`src/rtl/dac_serial_tx_if.sv`:
```
// Sample stream into the serial DAC transmitter.
// A sample transfers on a clock edge where valid and ready are both high.
interface dac_serial_tx_if #(
  parameter int unsigned DataWidth = 16
);
  logic [DataWidth-1:0] data;
  logic                 valid;
  logic                 ready;

  modport master (output data, output valid, input ready);
  modport slave  (input data, input valid, output ready);
endinterface

```
`src/rtl/dac_serial_tx.sv`:
```
// Serial DAC transmitter: a small sample FIFO feeding paced {ctrl, sample} frames, MSB first.
// Define DAC_TX_RAMP_EN to add ramp_sel_i and an internal ramp sample source.
module dac_serial_tx #(
  parameter int unsigned DataWidth   = 16,
  parameter int unsigned CtrlWidth   = 8,
  parameter int unsigned FifoAw      = 2,
  parameter int unsigned SyncHighCyc = 4
) (
  input  logic                 clk_sd,
  input  logic                 OPB_RST,
  input  logic                 soft_rst_i,
  input  logic                 start_i,
  input  logic                 stop_i,
  input  logic [15:0]          pace_div_i,
  input  logic [11:0]          length_i,
  input  logic [CtrlWidth-1:0] ctrl_word_i,
`ifdef DAC_TX_RAMP_EN
  input  logic                 ramp_sel_i,
`endif
  dac_serial_tx_if.slave       s_if,
  output logic                 busy_o,
  output logic                 done_o,
  output logic                 underrun_o,
  output logic                 overrun_o,
  output logic                 dac_sync_n_o,
  output logic                 dac_sclk_o,
  output logic                 dac_din_o
);

  localparam int unsigned FrameW = CtrlWidth + DataWidth;
  localparam int unsigned BitW   = $clog2(FrameW);
  localparam int unsigned HighW  = $clog2(SyncHighCyc + 1);
  localparam int unsigned Depth  = 2 ** FifoAw;

  typedef enum logic [2:0] {StIdle, StWaitTick, StSyncLow, StShift, StSyncHigh} state_e;

  state_e                state_q, state_d;
  logic                  busy_q, busy_d, done_q, done_d;
  logic                  underrun_q, underrun_d, overrun_q, overrun_d;
  logic                  pend_q, pend_d, stop_seen_q, stop_seen_d;
  logic [11:0]           frame_cnt_q, frame_cnt_d;
  logic [15:0]           pace_q, pace_d;
  logic [FrameW-1:0]     sh_q, sh_d;
  logic [BitW-1:0]       bit_q, bit_d;
  logic                  phase_q, phase_d;
  logic [HighW-1:0]      high_q, high_d;
  logic [DataWidth-1:0]  last_q, last_d, sample;
  logic                  sync_n_q, sync_n_d, sclk_q, sclk_d, din_q, din_d;
`ifdef DAC_TX_RAMP_EN
  logic [DataWidth-1:0]  ramp_q, ramp_d;
`endif

  logic [DataWidth-1:0]  mem_q [Depth];
  logic [FifoAw:0]       wr_ptr_q, wr_ptr_d, rd_ptr_q, rd_ptr_d;
  logic                  fifo_empty, fifo_full, push, pop, load, tick;

  assign fifo_empty = (wr_ptr_q == rd_ptr_q);
  assign fifo_full  = (wr_ptr_q[FifoAw] != rd_ptr_q[FifoAw]) &&
                      (wr_ptr_q[FifoAw-1:0] == rd_ptr_q[FifoAw-1:0]);
  assign push       = s_if.valid && !fifo_full;
  assign s_if.ready = !fifo_full;

  // pace_div of 0 or 1 ticks every cycle
  assign tick = busy_q && ((pace_div_i <= 16'd1) || (pace_q == pace_div_i - 16'd1));

  always_ff @(posedge clk_sd) begin
    if (push) mem_q[wr_ptr_q[FifoAw-1:0]] <= s_if.data;
  end

  always_comb begin
    state_d     = state_q;
    busy_d      = busy_q;
    done_d      = done_q;
    underrun_d  = underrun_q;
    overrun_d   = overrun_q;
    pend_d      = pend_q;
    stop_seen_d = stop_seen_q;
    frame_cnt_d = frame_cnt_q;
    pace_d      = pace_q;
    sh_d        = sh_q;
    bit_d       = bit_q;
    phase_d     = phase_q;
    high_d      = high_q;
    last_d      = last_q;
    sample      = last_q;
    load        = 1'b0;
    pop         = 1'b0;
`ifdef DAC_TX_RAMP_EN
    ramp_d      = ramp_q;
`endif

    if (busy_q) pace_d = tick ? 16'd0 : pace_q + 16'd1;
    if (tick) begin
      pend_d = 1'b1;
      if (state_q != StWaitTick) overrun_d = 1'b1;
    end
    if (stop_i && busy_q) stop_seen_d = 1'b1;

    unique case (state_q)
      StIdle: begin
        if (start_i) begin
          busy_d      = 1'b1;
          done_d      = 1'b0;
          frame_cnt_d = '0;
          pace_d      = '0;
          pend_d      = 1'b1;
          stop_seen_d = 1'b0;
`ifdef DAC_TX_RAMP_EN
          ramp_d      = '0;
`endif
          state_d     = StWaitTick;
        end
      end
      StWaitTick: load = pend_q;
      StSyncLow: state_d = StShift;
      StShift: begin
        if (!phase_q) begin
          phase_d = 1'b1;
        end else begin
          phase_d = 1'b0;
          sh_d    = {sh_q[FrameW-2:0], 1'b0};
          if (bit_q == BitW'(FrameW - 1)) begin
            state_d     = StSyncHigh;
            high_d      = '0;
            frame_cnt_d = frame_cnt_q + 12'd1;
          end else begin
            bit_d = bit_q + BitW'(1);
          end
        end
      end
      StSyncHigh: begin
        if (high_q == HighW'(SyncHighCyc - 1)) begin
          if ((length_i != '0) && (frame_cnt_q == length_i)) begin
            busy_d  = 1'b0;
            done_d  = 1'b1;
            pend_d  = 1'b0;
            state_d = StIdle;
          end else if (stop_seen_q || stop_i) begin
            busy_d  = 1'b0;
            pend_d  = 1'b0;
            state_d = StIdle;
          end else if (pend_q) begin
            // a tick queued during the frame starts the next one with no idle gap
            load = 1'b1;
          end else begin
            state_d = StWaitTick;
          end
        end else begin
          high_d = high_q + HighW'(1);
        end
      end
      default: state_d = StIdle;
    endcase

    if (load) begin
      state_d = StSyncLow;
      pend_d  = tick;
      bit_d   = '0;
      phase_d = 1'b0;
`ifdef DAC_TX_RAMP_EN
      if (ramp_sel_i) begin
        sample = ramp_q;
        ramp_d = ramp_q + DataWidth'(1);
      end else
`endif
      if (!fifo_empty) begin
        pop    = 1'b1;
        sample = mem_q[rd_ptr_q[FifoAw-1:0]];
        last_d = sample;
      end else begin
        underrun_d = 1'b1;
      end
      sh_d = {ctrl_word_i, sample};
    end

    wr_ptr_d = wr_ptr_q + (FifoAw + 1)'(push);
    rd_ptr_d = rd_ptr_q + (FifoAw + 1)'(pop);

    if (soft_rst_i) begin
      state_d     = StIdle;
      busy_d      = 1'b0;
      done_d      = 1'b0;
      underrun_d  = 1'b0;
      overrun_d   = 1'b0;
      pend_d      = 1'b0;
      stop_seen_d = 1'b0;
      frame_cnt_d = '0;
      pace_d      = '0;
      sh_d        = '0;
      bit_d       = '0;
      phase_d     = 1'b0;
      high_d      = '0;
      last_d      = '0;
      wr_ptr_d    = '0;
      rd_ptr_d    = '0;
`ifdef DAC_TX_RAMP_EN
      ramp_d      = '0;
`endif
    end

    // Pins are registered from next state so they never glitch
    sync_n_d = !((state_d == StSyncLow) || (state_d == StShift));
    sclk_d   = (state_d == StShift) && !phase_d;
    din_d    = !sync_n_d && sh_d[FrameW-1];
  end

  always_ff @(posedge clk_sd or posedge OPB_RST) begin
    if (OPB_RST) begin
      state_q     <= StIdle;
      busy_q      <= 1'b0;
      done_q      <= 1'b0;
      underrun_q  <= 1'b0;
      overrun_q   <= 1'b0;
      pend_q      <= 1'b0;
      stop_seen_q <= 1'b0;
      frame_cnt_q <= '0;
      pace_q      <= '0;
      sh_q        <= '0;
      bit_q       <= '0;
      phase_q     <= 1'b0;
      high_q      <= '0;
      last_q      <= '0;
      wr_ptr_q    <= '0;
      rd_ptr_q    <= '0;
      sync_n_q    <= 1'b1;
      sclk_q      <= 1'b0;
      din_q       <= 1'b0;
`ifdef DAC_TX_RAMP_EN
      ramp_q      <= '0;
`endif
    end else begin
      state_q     <= state_d;
      busy_q      <= busy_d;
      done_q      <= done_d;
      underrun_q  <= underrun_d;
      overrun_q   <= overrun_d;
      pend_q      <= pend_d;
      stop_seen_q <= stop_seen_d;
      frame_cnt_q <= frame_cnt_d;
      pace_q      <= pace_d;
      sh_q        <= sh_d;
      bit_q       <= bit_d;
      phase_q     <= phase_d;
      high_q      <= high_d;
      last_q      <= last_d;
      wr_ptr_q    <= wr_ptr_d;
      rd_ptr_q    <= rd_ptr_d;
      sync_n_q    <= sync_n_d;
      sclk_q      <= sclk_d;
      din_q       <= din_d;
`ifdef DAC_TX_RAMP_EN
      ramp_q      <= ramp_d;
`endif
    end
  end

  assign busy_o       = busy_q;
  assign done_o       = done_q;
  assign underrun_o   = underrun_q;
  assign overrun_o    = overrun_q;
  assign dac_sync_n_o = sync_n_q;
  assign dac_sclk_o   = sclk_q;
  assign dac_din_o    = din_q;

endmodule

```
`src/flat_wrapper.sv`:
```
// flat-port wrapper written by rule: the top's interface ports become plain ports
module dac_serial_tx_flat 
#(
  parameter int unsigned DataWidth   = 16,
  parameter int unsigned CtrlWidth   = 8,
  parameter int unsigned FifoAw      = 2,
  parameter int unsigned SyncHighCyc = 4
)
  (clk_sd, OPB_RST, soft_rst_i, start_i, stop_i, pace_div_i, length_i, ctrl_word_i, busy_o, done_o, underrun_o, overrun_o, dac_sync_n_o, dac_sclk_o, dac_din_o, s_if_data, s_if_valid, s_if_ready);
  dac_serial_tx_if #(.DataWidth(DataWidth)) s_if_i ();
  input  logic clk_sd;
  input  logic OPB_RST;
  input  logic soft_rst_i;
  input  logic start_i;
  input  logic stop_i;
  input  logic [15:0] pace_div_i;
  input  logic [11:0] length_i;
  input  logic [CtrlWidth-1:0] ctrl_word_i;
  output logic busy_o;
  output logic done_o;
  output logic underrun_o;
  output logic overrun_o;
  output logic dac_sync_n_o;
  output logic dac_sclk_o;
  output logic dac_din_o;
  input wire logic [$bits(s_if_i.data)-1:0] s_if_data;
  input wire logic [$bits(s_if_i.valid)-1:0] s_if_valid;
  output wire logic [$bits(s_if_i.ready)-1:0] s_if_ready;
  assign s_if_i.data = s_if_data;
  assign s_if_i.valid = s_if_valid;
  assign s_if_ready = s_if_i.ready;
  dac_serial_tx #(.DataWidth(DataWidth), .CtrlWidth(CtrlWidth), .FifoAw(FifoAw), .SyncHighCyc(SyncHighCyc)) u_core (.clk_sd(clk_sd), .OPB_RST(OPB_RST), .soft_rst_i(soft_rst_i), .start_i(start_i), .stop_i(stop_i), .pace_div_i(pace_div_i), .length_i(length_i), .ctrl_word_i(ctrl_word_i), .s_if(s_if_i), .busy_o(busy_o), .done_o(done_o), .underrun_o(underrun_o), .overrun_o(overrun_o), .dac_sync_n_o(dac_sync_n_o), .dac_sclk_o(dac_sclk_o), .dac_din_o(dac_din_o));
endmodule
```
`config.mk`:
```
export PLATFORM = sky130hd
export DESIGN_NAME = dac_serial_tx_flat
export DESIGN_NICKNAME = d
export VERILOG_FILES = /design/src/rtl/dac_serial_tx_if.sv /design/src/rtl/dac_serial_tx.sv /design/src/flat_wrapper.sv
export SDC_FILE = /design/constraint.sdc
export NUM_CORES = 1
export LEC_CHECK = 0
export CAP_MARGIN = 20
export CORE_MARGIN = 3
export CORE_UTILIZATION = 45
export CTS_CLUSTER_DIAMETER = 150
export DETAILED_ROUTE_END_ITERATION = 8
export PLACE_DENSITY = 0.76
export SYNTH_ARGS = -nofsm -noshare
export SYNTH_HDL_FRONTEND = slang
export SYNTH_SLANG_ARGS = --single-unit
```
`constraint.sdc`:
```
create_clock -name clk_sd -period 3.18 [get_ports clk_sd]
set_clock_uncertainty 0.15 [all_clocks]
set_input_delay 0.477 -clock clk_sd [delete_from_list [all_inputs] [get_ports clk_sd]]
set_output_delay 0.477 -clock clk_sd [all_outputs]
set_load 0.02 [all_outputs]
```
# ---- Word-level counts from Yosys, hierarchy flattened
# Memory sizes are Yosys's and may differ from the RTL's.
# Index checks and enable logic that the tools add are counted.
dict set report word_totals {
  reg_bits 95
  ram_bits 64
  elab_cells 164
  mem_count 1
}
# name depth width rd rd_clocked_by_memory_dff write_ports line
set mem_list {}
lappend mem_list {u_core.mem_q 4 16 1 0 1 dac_serial_tx.sv:53} ;# logic [DataWidth-1:0] mem_q [Depth];
dict set report op_classes {
  add_sub_neg 7
  magnitude_cmp 1
  n_eq_ne 22
  n_mux 81
  n_reduce_logical 32
}
# op n
set ops {}
lappend ops {{16-bit 2-to-1 mux} 8}
lappend ops {{24-bit 2-to-1 mux} 4}
lappend ops {{12-bit 2-to-1 mux} 4}
lappend ops {{3-bit 2-to-1 mux} 15}
lappend ops {{1-bit 2-to-1 mux} 38}
lappend ops {{5-bit 2-to-1 mux} 5}
lappend ops {{12-bit case mux with 2 select lines} 1}
lappend ops {{16-bit by 1-bit adder with 16-bit output, second input constant} 1}
lappend ops {{16-bit == test} 1}
lappend ops {{16-bit by 1-bit less-or-equal comparator with 1-bit output, second input constant} 1}
lappend ops {{4-bit AND reduction} 4}
lappend ops {{16-bit by 1-bit subtractor with 16-bit output, second input constant} 1}
lappend ops {{3-bit by 2-bit == test with 1-bit output, second input constant} 5}
lappend ops {{3-bit by 2-bit != test with 1-bit output, second input constant} 5}
lappend ops {{3-bit case mux with 5 select lines} 1}
lappend ops {{3-bit nonzero test} 5}
lappend ops {{12-bit by 1-bit adder with 12-bit output, second input constant} 1}
lappend ops {{12-bit == test} 1}
lappend ops {{12-bit nonzero test} 1}
lappend ops {{1-bit case mux with 2 select lines} 4}
lappend ops {{2-bit nonzero test} 4}
lappend ops {{1-bit logical AND} 7}
lappend ops {{3-bit by 1-bit adder with 3-bit output} 2}
lappend ops {{3-bit != test, second input constant} 2}
lappend ops {{other kinds (16)} 22}

# ---- Longest topological paths before layout
dict set report logic_depth {
  ltp_word 11
  depth_mapped 13
  depth_no_buf 11
}

# ---- Worst setup path after synthesis
# No wires, ideal clock.
dict set report synth_timing {
  path_type {register to register}
  startpoint {reg u_core.rd_ptr_q[1]}
  endpoint {mem u_core.mem_q[2][0] (enable)}
  arrival_ns 2.419
  required_time_ns 2.617
  setup_slack_ns 0.198
  stages_incl_launch_ff 7
  path_buffers 1
  synth_period_minus_slack_ns 2.982
  cell_sequence {dfrtp_1 -> clkbuf_1 -> xor2_1 -> nor2_1 -> nand2_1 -> nand2_1 -> nor3b_1}
}
dict set report synth_between {
  elab_chain_len 6
}
# element line
set synth_rtl {}
lappend synth_rtl {{start, declared} dac_serial_tx.sv:54} ;# logic [FifoAw:0] wr_ptr_q, wr_ptr_d, rd_ptr_q, rd_ptr_d;
lappend synth_rtl {{start signal, assigned} dac_serial_tx.sv:247} ;# rd_ptr_q <= rd_ptr_d;
lappend synth_rtl {{2-bit == test} dac_serial_tx.sv:59} ;# (wr_ptr_q[FifoAw-1:0] == rd_ptr_q[FifoAw-1:0]);
lappend synth_rtl {{1-bit logical AND} dac_serial_tx.sv:58} ;# assign fifo_full = (wr_ptr_q[FifoAw] != rd_ptr_q[FifoAw]) &&
lappend synth_rtl {{1-bit zero test} n/a}
lappend synth_rtl {{net s_if_ready} flat_wrapper.sv:28} ;# output wire logic [$bits(s_if_i.ready)-1:0] s_if_ready;
lappend synth_rtl {{1-bit logical AND} dac_serial_tx.sv:60} ;# assign push = s_if.valid && !fifo_full;
lappend synth_rtl {{1-bit 2-to-1 mux} dac_serial_tx.sv:67} ;# if (push) mem_q[wr_ptr_q[FifoAw-1:0]] <= s_if.data;
lappend synth_rtl {{1-bit 2-to-1 mux (not written as such)} dac_serial_tx.sv:67}
lappend synth_rtl {{end, declared} dac_serial_tx.sv:53}
# The timed path passes the listed nets, and every way through them passes these cells.

# ---- Final worst setup path
dict set report layout_timing {
  startpoint {in pace_div_i[0]}
  endpoint {reg u_core.pace_q[0]}
}
dict set report layout_between {
  elab_chain_len 9
  word_cells_on_any_way 10
}
# element line
set layout_rtl {}
lappend layout_rtl {{start, declared} flat_wrapper.sv:16} ;# input logic [15:0] pace_div_i;
lappend layout_rtl {{16-bit by 1-bit subtractor with 16-bit output} dac_serial_tx.sv:64} ;# assign tick = busy_q && ((pace_div_i <= 16'd1) || (pace_q == pace_div_i - 16'd1));
lappend layout_rtl {{16-bit == test} dac_serial_tx.sv:64}
lappend layout_rtl {{1-bit logical OR *} dac_serial_tx.sv:64}
lappend layout_rtl {{1-bit logical AND *} dac_serial_tx.sv:64}
lappend layout_rtl {{16-bit 2-to-1 mux * (2 in a row)} dac_serial_tx.sv:92} ;# if (busy_q) pace_d = tick ? 16'd0 : pace_q + 16'd1;
lappend layout_rtl {{16-bit 2-to-1 mux} dac_serial_tx.sv:101} ;# if (start_i) begin
lappend layout_rtl {{16-bit 2-to-1 mux *} dac_serial_tx.sv:99} ;# unique case (state_q)
lappend layout_rtl {{16-bit 2-to-1 mux *} dac_serial_tx.sv:179} ;# if (soft_rst_i) begin
lappend layout_rtl {{net u_core.pace_d[0]} dac_serial_tx.sv:42} ;# logic [15:0] pace_q, pace_d;
lappend layout_rtl {{end signal, assigned} dac_serial_tx.sv:240} ;# pace_q <= pace_d;
lappend layout_rtl {{end, declared} dac_serial_tx.sv:42}
# The timed path passes the listed nets; every way through them passes the cells marked *.
# A chain may end at the register's enable or synchronous reset.

==> results.toml <==
[status]
outcome = "completed"

[yosys]
synth-warning-count = 0
ys_seq_area_share_pct = 54.43
syn_avg_cell_area_um2 = 11.08
netlist_instances = 713
ys_async_sr_fraction_pct = 59.75
netlist_area_um2 = 7901
synth-seq-cells = 159
synth-edff-count = 64
synth.net_count = 782
yosysUniqueCellTypes = 66
synth_ff_type = "dfrtp_1"

[worst_setup_path]
r2r-start = "u_core.pace_q[0]"
worstSetupPathType = "in2reg"
arrival_ns = 3.19
reg2regPathDepth = 7
end_kind = "flip-flop"
path_max_fanout = 4
crit_slowest_cell = "or4_4"
cp-start-kind = "input port"
crit_required_ns = 3.33
path_cells = "clkdlybuf4s50_1, inv_1, ha_1, xnor2_1, a311o_1, a211oi_2, nand4_1, or4_4, or3_4, a32o_2"
rrSetupSlack_ns = 0.51
r2r-end = "u_core.pace_q[0]"
cpPeakStageDelay_ns = 0.54

[detailed_routing]
vias = 5675
drt-vias-per-instance = 5.473
ant_nets = 0
post_drt_wl_per_cell_um = 15.75
drtPass1Iterations = 5
drtIter0Drc = 446
remaining_drc_errors = 0
drt-total-wl_um = 16330

[die]
dieArea_um2 = 19190
start_util_pct = 46.82
core_area_um2 = 16880
num_rows = 47
pin_count = 66
die_h_um = 138.5
die-width_um = 138.5

[final_layout]
fin_cells = 1037
drive_gt1_share_pct = 16.40
antenna_cells = 0
filler_cell_count = 1390
syn2layout_area_growth_pct = 21.68
nNetsFinal = 873

[cts]
post-cts-setup-buffers = 0
clk_pin_slew_worst_paths_ns = 0.06
clock_path_buffers = 2
cts_hold_buf = 0
clock-sinks = 159
htreeDepth = 4
clk_latency_ns = 0.42
root_buffer = "clkbuf_16"
tritoncts = "yes"
cts_resized = 0
numCtsBuffers = 17

[placement]
port_buffers = 65
globalplace.congestion = 0.8655
hpwl_um = 10860
post-place-ws_ns = -0.2851
placed_cells = 1005

[grt]
antenna_found_initial = 0
grt_first_pass_wirelength_um = 27840
gr-total-overflow = 0
grt_max_degree = 54
grt.total_usage_pct = 17.37
first_global_vias = 5757

[timing]
hold_violations = 0
rsz0062_at_grt = "no"
setup_ws_ns = 0.1370
min_period_ns = 3.043
fmax_mhz = 328.6
slew_viol_final = 0
final-setup-viol-count = 0
fin_tns_setup_ns = 0
period_share_pct = 95.69
slew_headroom_pct = 43.12
tightest_slew_ns = 0.8501

[pwr]
net-switching-power_w = 0.001145
power.density_nw_per_um2 = 501.8
clkPwrFrac_pct = 44.8
p_sw_share_pct = 23.73
combPwrFrac_pct = 8.9
power_w = 0.004825
sequentialPowerShare_pct = 46.3
ir_worst_vdd_mv = 0.5477
internal-power_w = 0.003680
p_leak_nw = 3.741

[flow_run]
drv_cap = 0

[min_path]
hold_path_class = "in2async"
-- per-layer routing --
layer  share of wire, %  vias up  track usage, %  wire length (µm)
met1                 45     2791           23.78              7421
met3                5.0       11           3.971               818
li1                   -     2744               -                 -
met2                 49      129           28.47              7978
met4               0.70        0           4.056               114
met5                  0        -               0                 0
-- worst max-delay path, delay by kind of cell --
family	cells	cell delay [ns]
XOR/XNOR	1	0.13
adder cells (fa/ha/maj)	1	0.29
AND/OR/NAND/NOR	3	1.05
AO/OA/AOI/OAI	3	0.71
buffers and inverters	2	0.54
-- cell usage in the layout (no fill, tap or decap), drive strengths merged, types with 23 or more instances in the layout --
master	instances
buf	49
nand2	110
nor2	80
dfrtp	94
edfxtp	64
xnor2	40
nand3	25
clkdlybuf4s50	64
a21oi	29
a311oi	23
-- layout make-up --
type | count | area [µm²] | share of cell area [%]
clock buffer | 18 | 429.2 | 4.464
tap | 220 | 275.3 | 2.863
clock inverter | 14 | 193.9 | 2.017
sequential | 159 | 4300 | 44.73
inverter | 13 | 51.30 | 0.5336
multi-input combinational | 500 | 3346 | 34.80
timing repair buffer | 113 | 1018 | 10.59
-- through the flow --
stage | utilization [%] | hold WS, ns | cell area [µm²]
2_1_floorplan | - | 0.3321 | 7901
3_3_place_gp | 53.27 | 0.3339 | 8991
3_5_place_dp | 53.27 | 0.3402 | 8991
4_1_cts | 56.96 | 0.3134 | 9614
5_1_grt | 56.96 | 0.3472 | 9614
6_report | 56.96 | 0.3041 | 9614
-- cells by family (layout without fill, tap and decap cells) --
kind of cell	after synthesis	after routing	share of synthesized area, %
simple gates	308	308	18.69
flops	159	159	54.43
compound gates	87	87	7.934
xor+xnor	61	61	6.762
buf+inv	54	158	3.499
mux	33	33	6.952
fa+ha+maj	11	11	1.742
-- synth_stat cells, drive strengths merged, types with 2 or more instances --
cell / count / area, µm²
inv: 13 / 48.79
nand2b: 7 / 43.79
nand4b: 4 / 35.03
a21oi: 29 / 145.1
nor2b: 8 / 50.05
xor2: 21 / 183.9
buf: 13 / 82.58
xnor2: 40 / 350.3
a211oi: 3 / 27.52
nand3b: 2 / 15.01
o31ai: 2 / 15.01
mux4: 16 / 360.4
or3: 3 / 23.77
a32o: 2 / 22.52
a311oi: 23 / 201.4
clkbuf: 27 / 132.6
nand3: 25 / 125.1
and3: 12 / 76.33
mux2i: 2 / 20.02
mux2: 15 / 168.9
edfxtp: 64 / 1922
o21ai: 10 / 50.05
nor2: 80 / 300.3
nand4: 11 / 68.82
a31oi: 6 / 37.54
nor4b: 2 / 17.52
o32ai: 2 / 25.03
nor3b: 5 / 37.54
or2: 3 / 18.77
nor4: 11 / 83.83
nor3: 17 / 90.09
dfrtp: 94 / 2352
ha: 11 / 137.6
nand2: 110 / 412.9
-- how the worst max path moves through the flow --
stage / slack, ns / end / from / depth (start not counted)
detailed placement: -0.29 / u_core.pace_q[0] / pace_div_i[0] / 10
floorplan: 0.08 / u_core.bit_q[0] / OPB_RST / 1
CTS: 0.15 / u_core.pace_q[0] / pace_div_i[0] / 10
global placement: -0.27 / u_core.pace_q[0] / pace_div_i[0] / 10
finish: 0.14 / u_core.pace_q[0] / pace_div_i[0] / 10
global route: 0.02 / u_core.pace_q[0] / pace_div_i[0] / 10
-- power groups by stage --
| stage | clock, W | sequential [W] | combinational (W) |
|---|---|---|---|
| 6_report | 0.00216 | 0.00223 | 0.000431 |
| 5_1_grt | 0.00228 | 0.00224 | 0.000473 |
| 4_1_cts | 0.00219 | 0.00223 | 0.000435 |
| 3_5_place_dp | 0 | 0.00227 | 0.000430 |
| 3_3_place_gp | 0 | 0.00227 | 0.000422 |
| 2_1_floorplan | 0 | 0.00226 | 0.000251 |
-- flip-flops by register name, summed over array words and instances (netlist names), 3 cells and up --
name and cells:
u_core.last_q 16, u_core.rd_ptr_q 3, u_core.bit_q 5, u_core.sh_q 24
u_core.wr_ptr_q 3, u_core.pace_q 16, u_core.state_q 3, u_core.mem_q 64
u_core.high_q 3, u_core.frame_cnt_q 12
(Power assumes the default switching activity.)
